===== config.mk =====
export PLATFORM = sky130hd
export DESIGN_NAME = ocm_arbiter
export DESIGN_NICKNAME = d
export VERILOG_FILES = /design/src/rtl/ocm_arbiter.sv
export SDC_FILE = /design/constraint.sdc
export NUM_CORES = 1
export LEC_CHECK = 0
export ABC_AREA = 0
export CAP_MARGIN = 20
export CORE_AREA = 2 2 83 85
export CTS_BUF_LIST = sky130_fd_sc_hd__clkbuf_16
export CTS_CLUSTER_SIZE = 25
export DETAILED_ROUTE_END_ITERATION = 10
export DIE_AREA = 0 0 85 87
export PLACE_DENSITY = 0.77
export REMOVE_ABC_BUFFERS = 1
export SETUP_SLACK_MARGIN = 0.02
export SKIP_LAST_GASP = 1
export SYNTH_ARGS = -nofsm -noshare
export SYNTH_HDL_FRONTEND = slang
export SYNTH_SLANG_ARGS = --single-unit

===== constraint.sdc =====
create_clock -name clk -period 2.5 [get_ports clk]
set_input_delay 0.75 -clock clk [delete_from_list [all_inputs] [get_ports clk]]
set_output_delay 0.75 -clock clk [all_outputs]
set_load 0.05 [all_outputs]

===== src/rtl/ocm_arbiter.sv =====
`default_nettype none
// +----------------------------------------------------------------------------+
// | ocm_arbiter: two-core grant arbiter with atomic hold and timeout for OCM   |
// | Revision: 1.0                                                              |
// +----------------------------------------------------------------------------+
module ocm_arbiter #(
  parameter int ADDR_BITS = 12,
  parameter int TIMEOUT   = 16
) (
  input  logic                 clk,
  input  logic                 nrst,
  input  logic [1:0]           i_req,
  input  logic [1:0]           i_done,
  input  logic [ADDR_BITS-1:0] i_addr0,
  input  logic [ADDR_BITS-1:0] i_addr1,
  input  logic [31:0]          i_wdata0,
  input  logic [31:0]          i_wdata1,
  input  logic [3:0]           i_we0,
  input  logic [3:0]           i_we1,
  input  logic [31:0]          i_mem_rdata,
  output logic [1:0]           o_grant,
  output logic [31:0]          o_rdata,
  output logic [ADDR_BITS-1:0] o_mem_addr,
  output logic [31:0]          o_mem_wdata,
  output logic [3:0]           o_mem_we,
  output logic                 o_mem_en,
  output logic                 o_timeout
);

  localparam int                  c_cnt_w    = $clog2(TIMEOUT);
  localparam logic [c_cnt_w-1:0]  c_hold_max = c_cnt_w'(TIMEOUT - 1);

  typedef enum logic [1:0] {
    ST_IDLE = 2'd0,
    ST_OWN0 = 2'd1,
    ST_OWN1 = 2'd2
  } state_t;

  state_t             r_state;
  logic               r_prio;
  logic [c_cnt_w-1:0] r_hold;
  logic [1:0]         r_grant;
  logic               r_timeout;

  logic w_owner;
  logic w_voluntary;
  logic w_tmo;
  logic w_release;
  logic w_other_req;
  logic w_pick;

  always_comb begin
    w_owner     = (r_state == ST_OWN1);
    w_voluntary = i_done[w_owner] | ~i_req[w_owner];
    w_tmo       = (r_hold == c_hold_max);
    w_release   = (r_state != ST_IDLE) & (w_voluntary | w_tmo);
    w_other_req = i_req[~w_owner];
    // Contention from idle goes to the priority pointer; otherwise the lone requester.
    w_pick      = (i_req == 2'b11) ? r_prio : i_req[1];
  end

  always_ff @(posedge clk) begin
    if (!nrst) begin
      r_state   <= ST_IDLE;
      r_grant   <= 2'b00;
      r_prio    <= 1'b0;
      r_hold    <= '0;
      r_timeout <= 1'b0;
    end else begin
      r_timeout <= 1'b0;
      if (r_state == ST_IDLE) begin
        if (i_req != 2'b00) begin
          r_state <= w_pick ? ST_OWN1 : ST_OWN0;
          r_grant <= w_pick ? 2'b10 : 2'b01;
          r_hold  <= '0;
        end
      end else if (w_release) begin
        r_prio    <= ~w_owner;
        r_timeout <= w_tmo & ~w_voluntary;
        r_hold    <= '0;
        // Direct handover avoids an idle bubble; the releasing port always sits out a cycle.
        if (w_other_req) begin
          r_state <= w_owner ? ST_OWN0 : ST_OWN1;
          r_grant <= w_owner ? 2'b01 : 2'b10;
        end else begin
          r_state <= ST_IDLE;
          r_grant <= 2'b00;
        end
      end else begin
        r_hold <= r_hold + 1'b1;
      end
    end
  end

  always_comb begin
    o_mem_en    = 1'b0;
    o_mem_we    = 4'b0000;
    o_mem_addr  = '0;
    o_mem_wdata = '0;
    case (r_state)
      ST_OWN0: begin
        o_mem_en    = 1'b1;
        o_mem_we    = i_we0;
        o_mem_addr  = i_addr0;
        o_mem_wdata = i_wdata0;
      end
      ST_OWN1: begin
        o_mem_en    = 1'b1;
        o_mem_we    = i_we1;
        o_mem_addr  = i_addr1;
        o_mem_wdata = i_wdata1;
      end
      default: ;
    endcase
  end

  assign o_grant   = r_grant;
  assign o_timeout = r_timeout;
  assign o_rdata   = i_mem_rdata;

endmodule
`default_nettype wire


Word-level counts from Yosys, hierarchy flattened --
Index checks and enable logic that the tools add are counted. W data, S select, Z words.
Storage, ports and cells: bits in registers 8, input port bits 134, output and inout bits 84
Operators by class: $add $sub $neg 1, order comparisons 2, eq/ne operators 5, mux-type cells 20, bitwise logic cells 10, reductions and logical operators 8
Operators by type and width (count):
- $pmux W32 S2 | 1
- $pmux W12 S2 | 1
- $mux W2 | 6
- $mux W4 | 3
- $mux W1 | 8
- $pmux W4 S2 | 1
- $not A1 Y1 | 6
- $reduce_bool A2 Y1 | 3
- $add A4 B1 Y4 const B | 1
- $eq A2 B2 Y1 const B | 2
- $eq A4 B4 Y1 const B | 1
- $lt A1 B2 Y1 const B | 2
- $reduce_and A2 Y1 | 2
- $reduce_or A3 Y1 | 1
- $and A1 B1 Y1 | 2
- $eq A2 B1 Y1 const B | 1
- $logic_not A2 Y1 | 1
- $ne A2 B1 Y1 const B | 1
- $or A1 B1 Y1 | 2
- $reduce_or A2 Y1 | 1

Logic depth before layout (Yosys ltp) --
Gate-level depths: netlist (run 1).
depth in word-level cells 9, gate-level depth with buffers 8

Worst setup path before layout (run 1) --
Ideal clock, no wire load.
kind reg-to-output, from register, netlist name o_grant[0], to output port o_mem_wdata[10], arrival 2.647 ns, data required time 1.750 ns, path slack -0.897 ns, stages on the path, launching flop included 6, buffers on the path 2, cells stage by stage dfxtp_1 inv_1 ha_1 clkbuf_1 clkbuf_1 nor2b_1
RTL lines:
- end: declaration | line 24 | output logic [31:0] o_mem_wdata,

Worst setup path in the final report (run 1) --
from input port i_wdata1[21], to output port o_mem_wdata[21]
On the way: word-level cells in the longest chain between the ends 1
Ends and longest elaborated chain:
- start: declaration | line 17 | input logic [31:0] i_wdata1,
- $pmux W32 S2 | line 100 | case (r_state)
No other way between the ends.

==> results of run 1 <==
==> area by class of cell <==
class                   count  share of cell area
flip-flops and latches      8              0.0459
repair buffers            161               0.605
multi-input cells         137               0.296
clock buffers               3              0.0212
well taps                  80              0.0283
inverters                   4             0.00424
==> power groups by stage <==
stage,Clock [mW],Combinational [mW],Sequential [mW]
after floorplan,0,1.76,0.226
after global placement,0,3.46,0.180
after detailed placement,0,3.48,0.183
after CTS,0.272,3.54,0.181
after global routing,0.281,3.91,0.190
final,0.268,3.75,0.184
==> layout by cell type, fill, tap and decap left out, drive strengths merged, types with 4 or more instances in the layout <==
cell / n
a22oi: 49
nand2: 7
buf: 56
nor2: 5
clkbuf: 4
nor2b: 48
ha: 5
inv: 4
dfxtp: 8
clkdlybuf4s50: 104
==> metal layers <==
metal	track usage	vias to the layer above
met5	0.0280	-
met4	0.162	0
met3	0.175	30
met2	0.481	184
met1	0.210	927
li1	-	906
==> cell usage after synthesis (3+ instances only) <==
cell type	n	area [sq um]
nand3_1	3	15.0
inv_1	4	15.0
dfxtp_1	8	160
nand2_1	7	26.3
nor2b_1	48	300
ha_1	5	62.6
a22oi_1	49	368
a31oi_1	3	18.8
nor2_1	5	18.8
mux2i_1	3	30.0
clkbuf_1	15	56.3
buf_4	32	240
==> metrics by stage <==
step	setup TNS [ns]	cell area [sq um]	utilization	instances	worst slack [ns]
after detailed placement	0	3350	0.510	390	0.00316
after global placement	-0.0235	3350	0.510	390	-0.0235
after floorplan	-47.86	1130	-	149	-0.968
final	0	3540	0.539	393	0.00677
after global routing	-0.0125	3540	0.539	393	-0.0125
after CTS	-0.00173	3450	0.526	393	-0.00101
==> worst max-delay path: stages <==
cell	delay, ns
clkdlybuf4s50_1	0.47
a22oi_1	0.08
nor2b_1	0.26
buf_12	0.18
==> state kept, by name, summed over array words and instances, names as in the netlist <==
| name | flops |
|---|---|
| r_prio | 1 |
| o_grant | 2 |
| r_hold | 4 |
| o_timeout | 1 |
==> worst max-delay path by stage <==
stage	start	to	slack, ns	cells past startpoint
6_report	i_wdata1[21]	o_mem_wdata[21]	0.007	4
4_1_cts	o_grant[0]	o_mem_wdata[17]	-0.001	5
2_1_floorplan	o_grant[1]	o_mem_addr[0]	-0.97	3
3_3_place_gp	i_wdata1[28]	o_mem_wdata[28]	-0.02	4
3_5_place_dp	i_wdata1[28]	o_mem_wdata[28]	0.003	4
5_1_grt	i_wdata1[21]	o_mem_wdata[21]	-0.01	4
==> cells by family (layout without fill, tap and decap cells) <==
| group | count (synthesis) | after routing | synth area share |
|---|---|---|---|
| buf+inv | 53 | 168 | 0.228 |
| mux | 4 | 4 | 0.0313 |
| fa+ha+maj | 5 | 5 | 0.0434 |
| simple gates | 71 | 71 | 0.294 |
| compound gates | 57 | 57 | 0.293 |
| flops | 8 | 8 | 0.111 |
==> timing repair <==
item / in CTS / in global routing
cloned: 0 / 1
setup endpoints to repair: 20 / 48
pin swaps: 0 / 1
resized for setup: 10 / 25
==> results.tsv, run 1 <==
metric	value	unit
status	complete, no violations	
Final Max Tran Viols	0	
Via Count	2047	
fillers	565	
Core ar.	0.00657	sq mm
Max-Slew Margin vs Limit	0.627	
Register Area	163	sq um
clk sinks	8	
Peak Freq	401	MHz
Post-synth EDFFs	0	
Critical Path AT	1.74	ns
Reg2Reg Setup Slack	0.48	ns
row count	30	
GRT Resource Usage Total	0.267	
hold path startpoint	o_grant[0]	
startpoint types	primary input	
routed len/inst	27.2	um
Met1 Wirelength	2900	um
global placement routability congestion	0.905	
antenna cells	0	
Routed Antenna Nets	0	
top_reg_cell synth	dfxtp_1	
Synthesis Warnings	0	
Combinational Power Share	0.892	
Worst Tran Pin Value	0.559	ns
Root Driver	clkbuf_16	
Residual DRC	0	
worst hold-check path type	flip-flop to flip-flop	
Critical Path Sink Type	output port	
Mapped Cells	198	
routed length on met2	5360	um
input/output buffers	153	
Hold Slack	0.491	ns
CTS tree	yes	
RSZ-0062 raised after global routing	yes	
die span in y	87	um
Worst R2R End	o_grant[1]	
full die area	0.00740	sq mm
Clk pin slew, worst setup/hold paths	0.04	ns
1st-iter DRT viols	78	
Sw Share	0.485	
VDD IR-drop max	974	uV
drt pass-1 iters	7	
routed wire length	10700	um
Synth Cell Area	0.00144	sq mm
Layout area overhead	146	%
top sig layer	met4	
htree depth	1	
Worst Path Required	1.75	ns
antenna violations before repair	0	
R2R cell count	8	
CTS Buf Count	3	
Multi-input gate area	0.00105	sq mm
power per cell area	1190	mW/mm^2
Psw	2.04	mW
minimum clock period	2.49	ns
Int Pwr	2.16	mW
share of post-route cells with drive strength above 1	0.310	
Tcrit/Tclk final	0.997	
largest net degree at the start of global routing	50	
sequential area share after synthesis	0.111	
final setup vio count	0	
Worst Skew	0.00145	ns
# IOs	218	
dpl hpwl	8890	um
Yosys reg bits	8	
Hold Fails Final Rpt	0	
Power Total	4.20	mW
Leakage	1.25	nW
cts hold-fix bufs	0	
post-synthesis cell type count	25	
Initial Utilization	0.219	
global-route wire length before repair	14100	um
Syn Area/Cell	7.27	sq um
Worst Hold End	o_grant[0]	
Max Root-Sink Buffers	2	
CP Max Fanout	1	
sequential share of power	0.044	
number of nets in the layout	454	
die width	85	um
worst hold stages	2	
asr flop ratio synth	0	
Vias/cell	5.21	
Clock power frac	0.064	
Routed met3 length	1640	um
post-CTS setup buffers	0	
grt ovf	0	
FF-to-FF Start	o_grant[0]	
Crit Path Class	primary input to output port	
vias in the first global route	2044	
max cap viols	0	
clock latency at the later pin of the worst-skew pair	0.23	ns
(Power assumes the default switching activity.)
==> run 2: changes to the inputs <==
--- a/config.mk
+++ b/config.mk
@@ -6,6 +6,7 @@
 export NUM_CORES = 1
 export LEC_CHECK = 0
 export ABC_AREA = 0
+export ABC_CLOCK_PERIOD_IN_PS = 2500
 export CAP_MARGIN = 20
 export CORE_AREA = 2 2 83 85
 export CTS_BUF_LIST = sky130_fd_sc_hd__clkbuf_16
==> results of run 2 <==
Same layout as run 1: the final DEF is identical, and so are final timing and power.
==> RTL edit: new RTL, flow settings as in run 2 <==
`TIMEOUT`: 16 -> 8.
--- a/src/rtl/ocm_arbiter.sv
+++ b/src/rtl/ocm_arbiter.sv
@@ -6,5 +6,5 @@
 module ocm_arbiter #(
   parameter int ADDR_BITS = 12,
-  parameter int TIMEOUT   = 16
+  parameter int TIMEOUT   = 8
 ) (
   input  logic                 clk,
Function: changed (Yosys sat finds a counterexample within 10 cycles, from zero or initial values and one cycle with nrst low).
==> RTL edit against run 2 <==
- wire length fell by 13%
- worst setup slack better by 0.054 ns
- total power down 8.3%
- area after synthesis shrank 2.8%
- largest power group unchanged
- critical path type unchanged
- combinational power shrank 9.1%
- non-clock buffer count decreased by 3
- critical endpoint is now o_mem_wdata[13]
- final area is 0.67% lower
- sequential cell count shrank 1
==> RTL edit: results (changes against run 2) <==
** Global routing
- The global-route wire length before repair came to 11840 um (-16%).
- Vias in the first global route :: 1776 (-13%)
- GR Util All Layers :: 0.2240 (-0.04251)
- Maximum number of pins on one net before global-route repair :: 49 (-2.0%)

** Setup path
- Timing endpoint of the critical path :: o_mem_wdata[13]
- Data arrival at the endpoint of the critical path :: 1.69 ns (-0.05 ns)
- The endpoint identified for the worst register-to-register timing path is o_grant[0].
- The startpoint identified for the worst register-to-register timing path is o_grant[0].
- Cell count of the worst reg-to-reg path :: 7 (-1)
- In this run the worst setup path begins at i_wdata1[13].

** Power and ir drop
- Maximum vdd ir drop :: 758.4 uV (-22%)
- Leak Pwr :: 1.243 nW (-0.53%)

** Placed design
- Detailed placement HPWL :: 7568 um (-15%)
- Placer Congestion :: 0.8587 (-5.1%)
- Worst setup slack before clock tree synthesis :: 0.03382 ns (+0.03066 ns)

** Synth
- Sequential share of the synthesized area :: 0.1001 (-0.01112)
- Yosys attributes the largest share of cell area to sky130_fd_sc_hd__a22oi_1, sky130_fd_sc_hd__nor2b_1, sky130_fd_sc_hd__buf_4.
- The commonest cells after synthesis are sky130_fd_sc_hd__a22oi_1, sky130_fd_sc_hd__nor2b_1, sky130_fd_sc_hd__buf_4.
- Share of the synthesized area in compound gates (AO/OA/AOI/OAI) :: 0.3065 (+0.01373)
- Primary FF master, synth :: sky130_fd_sc_hd__dfxtp_1
- Synthesized-area fraction occupied by adder cells :: 0.05362 (+0.01018)

** Detailed routing
- The violation count after the first detailed-routing iteration was 68 (-13%).
- The post-detailed-route wirelength per cell was 24.21 um (-11%).
- Router iterations before antenna repair :: 4 (-3)
- The detail-routed via count per cell is 4.948 (-5.0%).

** Timing
- The least setup slack across all paths after layout was 0.06078 ns (+0.05401 ns).
- The worst slew margin relative to its limit is 0.6654 (+0.03855).
- The worst clock skew came to 0.005742 ns (+0.004292 ns).

** Outcome
- The run finished with clean final reports.

** Worst hold path
- Startpoint of the lowest-slack hold path :: r_hold[2]

** Cells and area
- FILL cells :: 577 (+2.1%)
- Total number of nets in the final design :: 445 (-2.0%)
- The flip-flop count of the largest register, all copies and words added came to 3 (-1).
- The fraction of final layout cells with drive strength greater than 1 is 0.3618 (+0.05194).
==> RTL edit: cell types whose count changed in the layout (fill, tap and decap cells not counted), moves of 3 or more <==
cell | before | now
sky130_fd_sc_hd__buf_4 | 3 | 0
sky130_fd_sc_hd__a22oi_1 | 47 | 50
sky130_fd_sc_hd__nand3_1 | 3 | 0
sky130_fd_sc_hd__nor2b_1 | 21 | 2
sky130_fd_sc_hd__nand2_1 | 7 | 3
sky130_fd_sc_hd__nor2b_2 | 27 | 48
==> RTL edit: area by class of cell <==
| class | count | area share |
|---|---|---|
| sequential | 7 | 0.03984 |
| clock buffer | 3 | 0.02134 |
| inverter | 4 | 0.004269 |
| clock inverter | 1 | 0.001067 |
| timing repair buffer | 158 | 0.6033 |
| tap | 80 | 0.02846 |
| multi-input combinational | 131 | 0.3017 |
==> RTL edit: critical path, delay by kind of cell <==
family | cells | cell delay (ns)
and+or+nand+nor | 1 | 0.20
buffers and inverters | 2 | 0.64
AOI/OAI and AO/OA | 1 | 0.10
==> RTL edit: repair_timing <==
item	CTS	global route
setup buffers	0	0
cloned	0	1
resized for setup	7	45
setup endpoints to repair	22	48
==> RTL edit: kinds of logic after synthesis <==
family	count (synthesis)
AOI/OAI and AO/OA	57
adders and majority gates	6
buffers and inverters	53
DFF	7
muxes	4
and+or+nand+nor	64
==> RTL edit: how the worst min path moves through the flow <==
stage               slack, ns  cells after the start         to
floorplan                0.47                      2  r_hold[1]
global placement         0.48                      2  r_hold[1]
detailed placement       0.50                      2  r_hold[1]
CTS                      0.51                      2  r_hold[1]
global route             0.54                      2     r_prio
finish                   0.50                      2  r_hold[2]
==> RTL edit: stage by stage <==
stage | TNS [ns] | hold slack (ns) | cells | cell area (um^2)
after floorplan | -47.42 | 0.4695 | 142 | 1079
after global placement | 0 | 0.4842 | 379 | 3273
after detailed placement | 0 | 0.4958 | 379 | 3273
after CTS | 0 | 0.5082 | 383 | 3371
after global routing | 0 | 0.5411 | 384 | 3517
final | 0 | 0.5035 | 384 | 3517
==> RTL edit: report_power, final <==
| part | internal, W | switching [W] | leakage [nW] | total, W |
|---|---|---|---|---|
| combinational | 0.00168 | 0.00173 | 1.14 | 0.00341 |
| clock | 0.000209 | 0.0000727 | 0.0423 | 0.000282 |
| sequential | 0.000136 | 0.0000236 | 0.0572 | 0.000159 |
| total | 0.00203 | 0.00183 | 1.24 | 0.00385 |
==> RTL edit: metal layers <==
metal | routed length (um) | vias to the layer above | global-route usage | share of wire
met5 | 62 | - | 0.06294 | 0.0067
met4 | 502 | 2 | 0.09524 | 0.054
met3 | 1625 | 22 | 0.1858 | 0.17
met2 | 4743 | 154 | 0.4091 | 0.51
met1 | 2363 | 850 | 0.1626 | 0.25
li1 | - | 872 | - | -
